### config.mk
export PLATFORM = sky130hd
export DESIGN_NAME = serial_subtractor_ctrl
export DESIGN_NICKNAME = d
export VERILOG_FILES = /design/src/rtl/serial_subtractor_ctrl.sv
export SDC_FILE = /design/constraint.sdc
export NUM_CORES = 1
export LEC_CHECK = 0
export CAP_MARGIN = 10
export CORE_MARGIN = 2
export CORE_UTILIZATION = 40
export CTS_CLUSTER_DIAMETER = 100
export DETAILED_ROUTE_END_ITERATION = 16
export PLACE_DENSITY = 0.76
export SLEW_MARGIN = 10
export SYNTH_ARGS = -nofsm -noshare
export SYNTH_HDL_FRONTEND = slang
export SYNTH_SLANG_ARGS = --single-unit
### constraint.sdc
create_clock -name clk -period 1.48 [get_ports clk]
set_clock_uncertainty 0.05 [all_clocks]
set_input_delay 0.296 -clock clk [delete_from_list [all_inputs] [get_ports clk]]
set_output_delay 0.296 -clock clk [all_outputs]
set_load 0.005 [all_outputs]
### src/rtl/serial_subtractor_ctrl.sv
// Bit-serial subtractor: computes a - b - bin one bit per clock, LSB first,
// using a single full-subtractor slice with a borrow flip-flop between bits.
module serial_subtractor_ctrl #(
  parameter int WIDTH = 6
) (
  input  logic             clk,
  input  logic             reset,
  input  logic             start,
  input  logic [WIDTH-1:0] a,
  input  logic [WIDTH-1:0] b,
  input  logic             bin,
  output logic             busy,
  output logic             done,
  output logic [WIDTH-1:0] diff,
  output logic             bout,
  output logic             ovf
);

  localparam int CW = $clog2(WIDTH);

  typedef enum logic [1:0] {
    S_IDLE  = 2'd0,
    S_SHIFT = 2'd1,
    S_DONE  = 2'd2
  } state_t;

  state_t           r_state;
  logic [WIDTH-1:0] r_a_sh;
  logic [WIDTH-1:0] r_b_sh;
  logic [WIDTH-1:0] r_sh;
  logic             r_brw;
  logic [CW-1:0]    r_cnt;
  logic             r_busy;
  logic             r_done;
  logic [WIDTH-1:0] r_diff;
  logic             r_bout;
  logic             r_ovf;

  state_t           w_state_nxt;
  logic [WIDTH-1:0] w_a_sh_nxt;
  logic [WIDTH-1:0] w_b_sh_nxt;
  logic [WIDTH-1:0] w_sh_nxt;
  logic             w_brw_nxt;
  logic [CW-1:0]    w_cnt_nxt;
  logic             w_busy_nxt;
  logic             w_done_nxt;
  logic [WIDTH-1:0] w_diff_nxt;
  logic             w_bout_nxt;
  logic             w_ovf_nxt;

  logic             w_d;
  logic             w_brw_slice;
  logic [WIDTH-1:0] w_sh_shifted;

  // One full-subtractor bit-slice on the current LSBs and the stored borrow.
  assign w_d          = r_a_sh[0] ^ r_b_sh[0] ^ r_brw;
  assign w_brw_slice  = (~r_a_sh[0] & r_b_sh[0]) | (~(r_a_sh[0] ^ r_b_sh[0]) & r_brw);
  assign w_sh_shifted = {w_d, r_sh[WIDTH-1:1]};

  // Next-state and next-register logic.
  always_comb begin
    w_state_nxt = r_state;
    w_a_sh_nxt  = r_a_sh;
    w_b_sh_nxt  = r_b_sh;
    w_sh_nxt    = r_sh;
    w_brw_nxt   = r_brw;
    w_cnt_nxt   = r_cnt;
    w_busy_nxt  = r_busy;
    w_done_nxt  = 1'b0;
    w_diff_nxt  = r_diff;
    w_bout_nxt  = r_bout;
    w_ovf_nxt   = r_ovf;
    case (r_state)
      S_IDLE: begin
        if (start) begin
          w_a_sh_nxt  = a;
          w_b_sh_nxt  = b;
          w_brw_nxt   = bin;
          w_sh_nxt    = {WIDTH{1'b0}};
          w_cnt_nxt   = {CW{1'b0}};
          w_busy_nxt  = 1'b1;
          w_state_nxt = S_SHIFT;
        end else begin
          w_state_nxt = S_IDLE;
        end
      end
      S_SHIFT: begin
        w_sh_nxt   = w_sh_shifted;
        w_a_sh_nxt = {1'b0, r_a_sh[WIDTH-1:1]};
        w_b_sh_nxt = {1'b0, r_b_sh[WIDTH-1:1]};
        w_brw_nxt  = w_brw_slice;
        w_cnt_nxt  = r_cnt + {{(CW-1){1'b0}}, 1'b1};
        if (r_cnt == CW'(WIDTH - 1)) begin
          // r_brw is the borrow into the MSB on this final slice.
          w_diff_nxt  = w_sh_shifted;
          w_bout_nxt  = w_brw_slice;
          w_ovf_nxt   = r_brw ^ w_brw_slice;
          w_busy_nxt  = 1'b0;
          w_done_nxt  = 1'b1;
          w_state_nxt = S_DONE;
        end else begin
          w_state_nxt = S_SHIFT;
        end
      end
      S_DONE: begin
        w_done_nxt  = 1'b0;
        w_state_nxt = S_IDLE;
      end
      default: begin
        w_busy_nxt  = 1'b0;
        w_state_nxt = S_IDLE;
      end
    endcase
  end

  // State and datapath registers with synchronous reset.
  always_ff @(posedge clk) begin
    if (reset) begin
      r_state <= S_IDLE;
      r_a_sh  <= {WIDTH{1'b0}};
      r_b_sh  <= {WIDTH{1'b0}};
      r_sh    <= {WIDTH{1'b0}};
      r_brw   <= 1'b0;
      r_cnt   <= {CW{1'b0}};
      r_busy  <= 1'b0;
      r_done  <= 1'b0;
      r_diff  <= {WIDTH{1'b0}};
      r_bout  <= 1'b0;
      r_ovf   <= 1'b0;
    end else begin
      r_state <= w_state_nxt;
      r_a_sh  <= w_a_sh_nxt;
      r_b_sh  <= w_b_sh_nxt;
      r_sh    <= w_sh_nxt;
      r_brw   <= w_brw_nxt;
      r_cnt   <= w_cnt_nxt;
      r_busy  <= w_busy_nxt;
      r_done  <= w_done_nxt;
      r_diff  <= w_diff_nxt;
      r_bout  <= w_bout_nxt;
      r_ovf   <= w_ovf_nxt;
    end
  end

  assign busy = r_busy;
  assign done = r_done;
  assign diff = r_diff;
  assign bout = r_bout;
  assign ovf  = r_ovf;

endmodule

==> impl_metrics.yaml, run 1 <==
cts:
  cts_tree: "yes"
  clk_pin_slew_ns: 0.10
  insertion_delay_ns: 0.33
  cts_max_level: 2
  cts_root_buf: "clkbuf_4"
  cts_buffers: 5
  cts.sinks: 33
  clock_path_buffers: 2
detailed_routing:
  vias: 1124
  drc: 0
  drt-initial-drc-count: 36
  wl_per_cell_um: 12.7
  vias_per_cell: 5.11
  dr.pass1.iters: 6
  detail-route-antenna-nets: 0
  wirelength_mm: 2.80
cells_and_area:
  final_util: 0.534
  n_antenna_cell: 0
  drive_above_1_share: 0.236
  finalNetCount: 192
  final_cell_area_um2: 1810
  n_fill_cell: 317
  multi_input_area_um2: 691
  regArea_um2: 673
  syn2layout_area_growth_pct: 26.1
grt:
  grt_busiest_layer: "met2"
  gr-usage-met3: 0.0423
  grt_max_degree: 34
  grt_pass1_vias: 1001
  met2_usage: 0.241
  grt_use_met1: 0.165
  overflow: 0
  track_usage: 0.144
  grt_first_pass_wirelength_mm: 4.51
  antenna_found_initial: 0
worst_setup_path:
  critPathSlowestCell: "fa_2"
  slowest_delay_ns: 0.38
  worstSetupStartpointType: "flip-flop"
  crit_required_ns: 1.69
  critPathMaxFanout: 3
  critical_path_class: "flip-flop to flip-flop"
  crit_arrival_ns: 1.55
  worst_setup_path_end_kind: "flip-flop"
  crit_path_cell_trace: "inv_1 -> fa_2 -> nor2b_1 -> a21oi_1 -> a211oi_1"
synth:
  synth_area_um2: 1440
  netlist_instances: 145
  synth_fp_nets: 164
  ys_types: 29
  seq_area_frac_synth: 0.460
  yosysWarnings: 0
  avgSynthCellArea_um2: 9.90
  synth_seq_cells: 33
min_path:
  min_path_type: "flip-flop to flip-flop"
power:
  powerDensity_nw_per_um2: 1050
  power_w: 0.00190
  ir_drop_uv: 613
  total_leakage_power_nw: 0.727
sta:
  hold_viol: 0
  worstMarginPinSlew_ns: 0.385
  layout_worst_path_cycle_share: 0.907
  setup_viol: 0
  hold_slack_ns: 0.410
  relSlewSlack: 0.743
  rsz0062_at_grt: "false"
  fin_crit_ns: 1.34
  fmax_mhz: 745
  finalMaxSlewViolations: 0
  tns_ns: 0
floorplanning:
  die_x_um: 63.9
  initial_core_util: 0.423
  io_pins: 26
  coreArea_um2: 3390
  die_h_um: 63.9
  rows: 21
  die-area_um2: 4080
place:
  io_buffer_count: 25
  postPlaceCellArea_um2: 1700
  hpwl_mm: 1.89
  gp_congestion: 0.725
status:
  status: "finished clean"
run:
  maxCapViolations: 0
layout make-up:
class                   instances  area share
repair buffers                 30       0.159
multi-input cells              99       0.382
clock buffers                   7      0.0304
inverters                       4     0.00830
flip-flops and latches         33       0.372
clock inverters                 1      0.0166
well taps                      46      0.0318
through the flow:
stage	std cells	worst slack (ns)
3_3_place_gp	210	-0.123
4_1_cts	219	0.0296
3_5_place_dp	210	-0.187
2_1_floorplan	145	0.184
5_1_grt	220	0.0289
6_report	220	0.138
flip-flops by register name, summed over array words and instances (netlist names):
signal   count
busy         1
r_sh         5
diff         6
r_cnt        3
r_a_sh       6
ovf          1
r_brw        1
r_b_sh       6
r_state      2
done         1
bout         1
power breakdown:
| part | total [W] | internal, W | switching (W) | leakage [nW] |
|---|---|---|---|---|
| combinational | 0.000244 | 0.000128 | 0.000116 | 0.407 |
| clock | 0.000701 | 0.000403 | 0.000298 | 0.0455 |
| sequential | 0.000960 | 0.000929 | 0.0000304 | 0.274 |
| total | 0.00190 | 0.00146 | 0.000444 | 0.727 |
cell families after synthesis:
logic type,count (synthesis),share of synthesized area
AO/OA/AOI/OAI,37,0.214
AND/OR/NAND/NOR,47,0.149
multiplexers,10,0.0697
adder cells (fa/ha/maj),3,0.0314
flip-flops,33,0.460
XOR/XNOR,1,0.00610
buffers and inverters,14,0.0697
synthesized netlist by cell type:
cell      instances  area, um2
dfxtp_1          33        661
nor2_1           23       86.3
nand2_1          16       60.1
a21oi_1          11       55.1
mux2i_1          10        100
a211oi_2          9        113
a22oi_1           7       52.6
a211oi_1          4       30.0
buf_6             3       33.8
clkbuf_1          3       11.3
inv_1             3       11.3
buf_4             2       15.0
ha_1              2       25.0
nor2b_1           2       12.5
nor3b_1           2       15.0
o21ai_0           2       10.0
a311oi_1          1       8.76
and2b_2           1       8.76
and4b_1           1       10.0
buf_12            1       20.0
buf_2             1       5.00
fa_1              1       20.0
inv_2             1       3.75
nand4b_2          1       15.0
nor2_2            1       6.26
o21ba_4           1       16.3
o21bai_2          1       11.3
o32a_1            1       10.0
xnor2_1           1       8.76
per-layer routing:
| metal | up-vias | part of all wire |
|---|---|---|
| li1 | 560 | - |
| met1 | 530 | 0.43 |
| met2 | 29 | 0.51 |
| met3 | 5 | 0.045 |
| met4 | 0 | 0.014 |
| met5 | - | 0 |
cell usage in the layout, fill, tap and decap left out, drive strengths merged, types with 2 or more instances in the layout:
cell,netlist,routed
dfxtp,33,33
nor2,24,24
nand2,16,16
clkdlybuf4s50,0,15
a211oi,13,13
a21oi,11,11
mux2i,10,10
dlygate4sd2,0,10
a22oi,7,7
clkbuf,3,7
buf,7,5
inv,4,4
nor3b,2,2
nor2b,2,2
o21ai,2,2
o21ba,1,2
ha,2,2
critical path: cells and delay by family, from the launching register on:
family                   cells  cell delay, ns
AO/OA/AOI/OAI                2            0.27
adder cells (fa/ha/maj)      1            0.38
buffers and inverters        1            0.07
flip-flops                   1            0.37
AND/OR/NAND/NOR              1            0.13
worst paths after layout:
| check | from | end | slack, ns | cells past startpoint |
|---|---|---|---|---|
| min | diff[2] | diff[2] | 0.41 | 2 |
| min reg2reg | diff[2] | diff[2] | 0.41 | 2 |
| max reg2reg | r_brw | r_brw | 0.14 | 5 |
| max | r_brw | r_brw | 0.14 | 5 |
repair_timing:
| action | CTS | global route |
|---|---|---|
| hold buffers | 0 | 0 |
| gates resized for setup | 19 | 4 |
| pin swaps | 0 | 1 |
| endpoints found under the setup margin | 10 | 16 |
| gates cloned | 0 | 1 |
| endpoints found under the hold margin | 0 | 0 |
| buffers inserted | 1 | 0 |
Note: power is estimated with default switching activity, not from simulation.
==> inputs of run 2 (changes only) <==
--- a/config.mk
+++ b/config.mk
@@ -7,11 +7,12 @@
 export LEC_CHECK = 0
 export CAP_MARGIN = 10
 export CORE_MARGIN = 2
-export CORE_UTILIZATION = 40
+export CORE_UTILIZATION = 51
 export CTS_CLUSTER_DIAMETER = 100
 export DETAILED_ROUTE_END_ITERATION = 16
-export PLACE_DENSITY = 0.76
-export SLEW_MARGIN = 10
+export GPL_TIMING_DRIVEN = 0
+export PLACE_DENSITY = 0.9
+export SLEW_MARGIN = 30
 export SYNTH_ARGS = -nofsm -noshare
 export SYNTH_HDL_FRONTEND = slang
 export SYNTH_SLANG_ARGS = --single-unit
==> run 2 against run 1 <==
Against the previous run:
- sequential power is 0.5% lower
- flip-flop and latch count is the same
- via count rose by 3.6%
- worst hold slack got worse by 0.18 ns
- sequential share of layout area shrank 0.20 points
- first-iteration DRC count decreased by 44%
- register-to-register slack worse by 0.02 ns
- total power up 0.36%
- core utilization grew 14 points
- clock power is essentially flat
==> impl_metrics.yaml, run 2 (synthesized netlist as in run 1, its figures left out) <==
worst_setup_path:
  critPathSlowestCell: "dfxtp_1"
  crit_path_cell_trace: "ha_1 -> and4b_1 -> buf_4 -> nor2_2 -> a211oi_2"
  critical_path_class: "flip-flop to flip-flop"
  worst_setup_path_end_kind: "flip-flop"
  worst-path-buf-inv: 1
  worstSetupStartpointType: "flip-flop"
  crit_arrival_ns: 1.57
  r2r_start: "r_cnt[0]"
  crit_start: "r_cnt[0]"
  critPathMaxFanout: 9
  slowest_delay_ns: 0.40
  crit_required_ns: 1.68
  cp_top_family: "flip-flops"
floorplanning:
  initial_core_util: 0.530
  rows: 19
  io_pins: 26
  die_x_um: 57.0
  die_h_um: 57.0
  die-area_um2: 3250
  coreArea_um2: 2710
status:
  status: "finished clean"
run:
  maxCapViolations: 0
sta:
  finalMaxSlewViolations: 0
  hold_slack_ns: 0.234
  fin_crit_ns: 1.36
  layout_worst_path_cycle_share: 0.922
  hold_viol: 0
  relSlewSlack: 0.671
  setup_viol: 0
  tns_ns: 0
  rsz0062_at_grt: "false"
  worstMarginPinSlew_ns: 0.494
  fmax_mhz: 733
cells_and_area:
  mostFrequentLayoutCell: "dfxtp_1"
  final_cell_area_um2: 1820
  drive_above_1_share: 0.229
  syn2layout_area_growth_pct: 26.5
  finalNetCount: 197
  stdcell_count: 210
  n_antenna_cell: 0
  final_cell_mix: "24 x dfxtp_1, 23 x nor2_1, 16 x nand2_1"
cts:
  clk_pin_slew_ns: 0.10
  cts_buffers: 5
  cts_max_level: 2
  insertion_delay_ns: 0.34
  cts.sinks: 33
  cts_root_buf: "clkbuf_4"
  clock_path_buffers: 2
  cts_tree: "yes"
  cts_hold_buf: 0
detailed_routing:
  detail-route-antenna-nets: 0
  drc: 0
  wl_per_cell_um: 13.6
  vias_per_cell: 5.54
  dr.pass1.iters: 4
  vias: 1164
  wirelength_mm: 2.86
  drt-initial-drc-count: 20
grt:
  grt_max_degree: 11
  overflow: 0
  grt_pass1_vias: 1157
  track_usage: 0.201
  antenna_found_initial: 0
  grt_first_pass_wirelength_mm: 5.06
place:
  gp_congestion: 0.763
  postPlaceCellArea_um2: 1710
  place_inst: 200
  hpwl_mm: 2.05
  io_buffer_count: 24
power:
  switchingPower_w: 0.000449
  switching_share: 0.235
  total_leakage_power_nw: 0.747
  combPwrFrac: 0.134
  p_clk_frac: 0.367
  powerDensity_nw_per_um2: 1050
  power_w: 0.00191
  ir_drop_uv: 910
  pwr-share-seq: 0.500
  internal_power_w: 0.00146
min_path:
  hp-start: "reset"
  min_path_type: "primary input to flip-flop"
run 2: timing repair:
action / 4_1_cts / 5_1_grt
gates resized for setup: 19 / 1
pin swaps: 0 / 0
setup buffers: 2 / 0
endpoints found under the setup margin: 10 / 2
run 2: metal layers:
| layer | routed length, um | vias up | global-route usage |
|---|---|---|---|
| met2 | 1450 | 35 | 0.355 |
| met4 | 69 | 0 | 0.0864 |
| li1 | - | 571 | - |
| met3 | 181 | 8 | 0.0703 |
| met5 | 0 | - | 0 |
| met1 | 1160 | 550 | 0.217 |
run 2: per-stage QoR:
| stage | utilization | setup WS (ns) |
|---|---|---|
| after global placement | 0.633 | -0.0774 |
| after global routing | 0.670 | 0.0265 |
| after CTS | 0.669 | 0.0682 |
| after floorplan | - | 0.184 |
| after detailed placement | 0.633 | -0.117 |
| final | 0.670 | 0.116 |
run 2: power groups by stage:
stage / registers [W] / clock network (W) / logic [W]
floorplan: 0.000969 / 0 / 0.000176
global placement: 0.000973 / 0 / 0.000243
detailed placement: 0.000975 / 0 / 0.000254
CTS: 0.000955 / 0.000718 / 0.000255
global route: 0.000960 / 0.000756 / 0.000286
finish: 0.000955 / 0.000701 / 0.000256
run 2: worst paths after layout:
check	to	slack [ns]	cells after the start
min reg2reg	diff[3]	0.41	2
max	bout	0.12	5
max reg2reg	bout	0.12	5
min	r_b_sh[0]	0.23	2
run 2: layout make-up:
type | instances | area, um2
timing repair buffer | 26 | 243
clock buffer | 7 | 55.1
clock inverter | 1 | 30.0
tap | 31 | 38.8
inverter | 4 | 15.0
fill | 230 | 895
multi-input combinational | 98 | 677
sequential | 33 | 672
buffer | 10 | 85.1
==> variant 1 (config.mk and constraints of run 1) <==
Re-encode `state_t` (3 states) as one-hot, 3 bits wide.
--- a/src/rtl/serial_subtractor_ctrl.sv
+++ b/src/rtl/serial_subtractor_ctrl.sv
@@ -19,8 +19,8 @@
   localparam int CW = $clog2(WIDTH);
 
-  typedef enum logic [1:0] {
-    S_IDLE  = 2'd0,
-    S_SHIFT = 2'd1,
-    S_DONE  = 2'd2
+  typedef enum logic [2:0] {
+    S_IDLE  = 3'b001,
+    S_SHIFT = 3'b010,
+    S_DONE  = 3'b100
   } state_t;
 
Formal check against the unedited RTL: no difference found for any inputs over 10 cycles, from zero or initial values and one cycle with reset high; not proved beyond that.
==> variant 1 against run 1 <==
Wire length is 12% higher; hold slack improved by 8.6 ps; critical path type unchanged; setup slack worse by 37 ps; final area is 4.1% higher; sequential cell count up 1; synthesized area fell by 3.3%; clock power up 26%; critical endpoint is now diff[0]; power increased by 8.4%; largest cell class is now sequential cells; count of clock-buffer cells in the layout is 1 lower; non-clock buffer count is 11 higher.
==> variant 1: results (changes against run 1) <==
| Metric | Value |
|---|---|
| Post-CTS setup buffers | `3 (was 1)` |
| Status | `finished clean (unchanged)` |
| P_comb | `0.000217 W (was 0.000244 W)` |
| Comb_multi_in | `101 (was 99)` |
| Maximum VDD drop | `0.567 mV (was 0.613 mV)` |
| Non-CTS buffers | `41 (was 30)` |
| Seq pwr | `0.000965 W (was 0.000960 W)` |
| NonClk Buf Share | `0.197 (was 0.159)` |
| Sequential share of cell area | `0.367 (was 0.372)` |
| Fin crit period | `1380 ps (was 1340 ps)` |
| Inverters | `5 (was 4)` |
| Detailed Routing Iterations Pass 1 | `4 (was 6)` |
| Setup crit start | `r_state[1] (was r_brw)` |
| GRT Resource Usage Total | `0.170 (was 0.144)` |
| Adder-cell share of the synthesized area | `0.0325 (was 0.0314)` |
| Vias in the first global route | `1296 (was 1001)` |
| Leak pwr | `0.711 nW (was 0.727 nW)` |
| Count of state elements after synthesis | `34 (was 33)` |
| First-pass GRT wire length | `5.38 mm (was 4.51 mm)` |
| Hold worst-path end | `diff[3] (was diff[2])` |
| Commonest cells in the netlist | `34 x dfxtp_1, 24 x a21oi_1, 21 x nand3_1, 10 x a22oi_1 (was 33 x dfxtp_1, 23 x nor2_1, 16 x nand2_1, 11 x a21oi_1, 10 x mux2i_1)` |
| Max stage delay cell, worst path | `or3b_4 (was fa_2)` |
| CP top delay family | `simple AND/OR/NAND/NOR gates (was adder cells)` |
| Hold path start | `r_sh[4] (was diff[2])` |
| Fraction of layout instances using a drive strength above 1 | `0.196 (was 0.236)` |
| Reg2Reg Depth | `4 (was 5)` |
| Placer Congestion | `0.768 (was 0.725)` |
| Syn Nets | `173 (was 164)` |
| R2R Setup Slk | `100 ps (was 140 ps)` |
| Final instance count without filler cells | `235 (was 220)` |
[variant 1: cell count changes after synthesis, moves of 3 or more]
| cell | change |
|---|---|
| a211oi_1 | -4 |
| a211oi_2 | -9 |
| nand2b_1 | +7 |
| nand3_1 | +21 |
| nand2_1 | -10 |
| buf_2 | +3 |
| a21oi_1 | +13 |
| o22ai_1 | +3 |
| nor2_1 | -23 |
| a22oi_1 | +3 |
| clkbuf_1 | +5 |
| mux2i_1 | -10 |
| o21ai_0 | +6 |
[variant 1: metrics by stage]
step                cell area (um2)  TNS (ps)  hold WS (ps)  total power [W]
floorplan                      1390         0           382          0.00110
global placement               1750     -1100           402          0.00119
detailed placement             1750     -2090           408          0.00120
CTS                            1880         0           418          0.00208
global route                   1880         0           448          0.00214
finish                         1880         0           419          0.00206
[variant 1: metal layers]
layer  vias up  share of wire  track usage
li1        624              -            -
met1       605           0.43        0.184
met2        32           0.50        0.303
met3         7          0.046       0.0414
met4         0          0.022       0.0889
met5         -              0            0
==> variant 2 (flow settings as in run 1) <==
Without the edit above. Change the parameter `WIDTH` from 6 to 4.
--- a/src/rtl/serial_subtractor_ctrl.sv
+++ b/src/rtl/serial_subtractor_ctrl.sv
@@ -2,5 +2,5 @@
 // using a single full-subtractor slice with a borrow flip-flop between bits.
 module serial_subtractor_ctrl #(
-  parameter int WIDTH = 6
+  parameter int WIDTH = 4
 ) (
   input  logic             clk,
Ports: changed (resized a, b and diff); port bits go from 26 to 20. No check against the original RTL was run, so the function may have changed too.
==> variant 2 against run 1 <==
Wire length decreased by 35%; synthesized area down 30%; setup slack lost 13 ps; non-clock buffer count is 6 lower; first-iteration DRC count down 78%; combinational power down 28%; final area shrank 29%; hold slack got worse by 3.3 ps; via count fell by 31%; power down 36%; sequential cell count is 9 lower; final cell count shrank 30%; highest routed layer unchanged.
==> variant 2: results (changes against run 1) <==
| Metric | Value |
|---|---|
| Status | `finished clean (unchanged)` |
| Fraction of layout instances using a drive strength above 1 | `0.210 (was 0.236)` |
| Dpl cells | `148 (was 210)` |
| Sequential area share after synthesis | `0.480 (was 0.460)` |
| Port bufs | `19 (was 25)` |
| Hold worst-path end | `ovf (was diff[2])` |
| Area contributors post-synth | `dfxtp_1 48%, mux2i_1 8.0%, nor2_1 6.0% (was dfxtp_1 46%, a211oi_2 7.8%, mux2i_1 7.0%)` |
| Adder-cell share of the synthesized area | `0.0325 (was 0.0314)` |
| First-pass GRT wire length | `2.97 mm (was 4.51 mm)` |
| Vias in the first global route | `702 (was 1001)` |
| H-tree levels | `1 (was 2)` |
| DR WL/cell | `11.7 um (was 12.7 um)` |
| Reg clk slew, reported paths | `120 ps (was 100 ps)` |
| Largest net degree at the start of global routing | `25 (was 34)` |
| Initial drt markers | `8 (was 36)` |
| Detailed Routing Iterations Pass 1 | `4 (was 6)` |
| GRT Resource Usage Total | `0.145 (was 0.144)` |
| Compound-cell area share of the yosys netlist | `0.191 (was 0.214)` |
| Dpl ws | `-72.2 ps (was -187 ps)` |
| Placer Congestion | `0.762 (was 0.725)` |
| FILL cells | `255 (was 317)` |
| Setup crit start | `r_b_sh[0] (was r_brw)` |
| Nets | `139 (was 192)` |
| Placement-stage cell area | `1220 um2 (was 1700 um2)` |
| DRT met1 WL | `850 um (was 1.20 mm)` |
| Met2 routed wirelength | `847 um (was 1.43 mm)` |
| Max_slew headroom | `0.700 (was 0.743)` |
| Xor and xnor area share after synthesis | `0.00875 (was 0.00610)` |
## variant 2: cell types whose count changed in the layout (fill, tap and decap cells not counted), sizes merged, moves of 3 or more
cell           before  now
a211oi             13    9
a21oi              11    6
clkbuf              7    4
clkdlybuf4s50      15   11
dfxtp              33   24
nand2              16   10
nor2               24   18
## variant 2: power breakdown
group          total (W)  internal, W  switching [W]  leakage (nW)
Combinational   0.000176    0.0000958      0.0000801         0.301
Sequential      0.000703     0.000678      0.0000250         0.200
Clock           0.000345     0.000151       0.000194        0.0210
## variant 2: per-layer routing
metal | global-route usage | vias up
met5 | 0 | -
met4 | 0.0875 | 0
met3 | 0.0250 | 5
met2 | 0.256 | 16
met1 | 0.162 | 362
li1 | - | 398
## variant 2: area by class of cell
type,instances,area (um2),share of cell area
Tap cell,30,37.5,0.0294
Timing Repair Buffer,24,230,0.180
Clock buffer,4,36.3,0.0284
Inverter,4,15.0,0.0118
Multi-Input combinational cell,68,467,0.366
Sequential cell,24,490,0.384
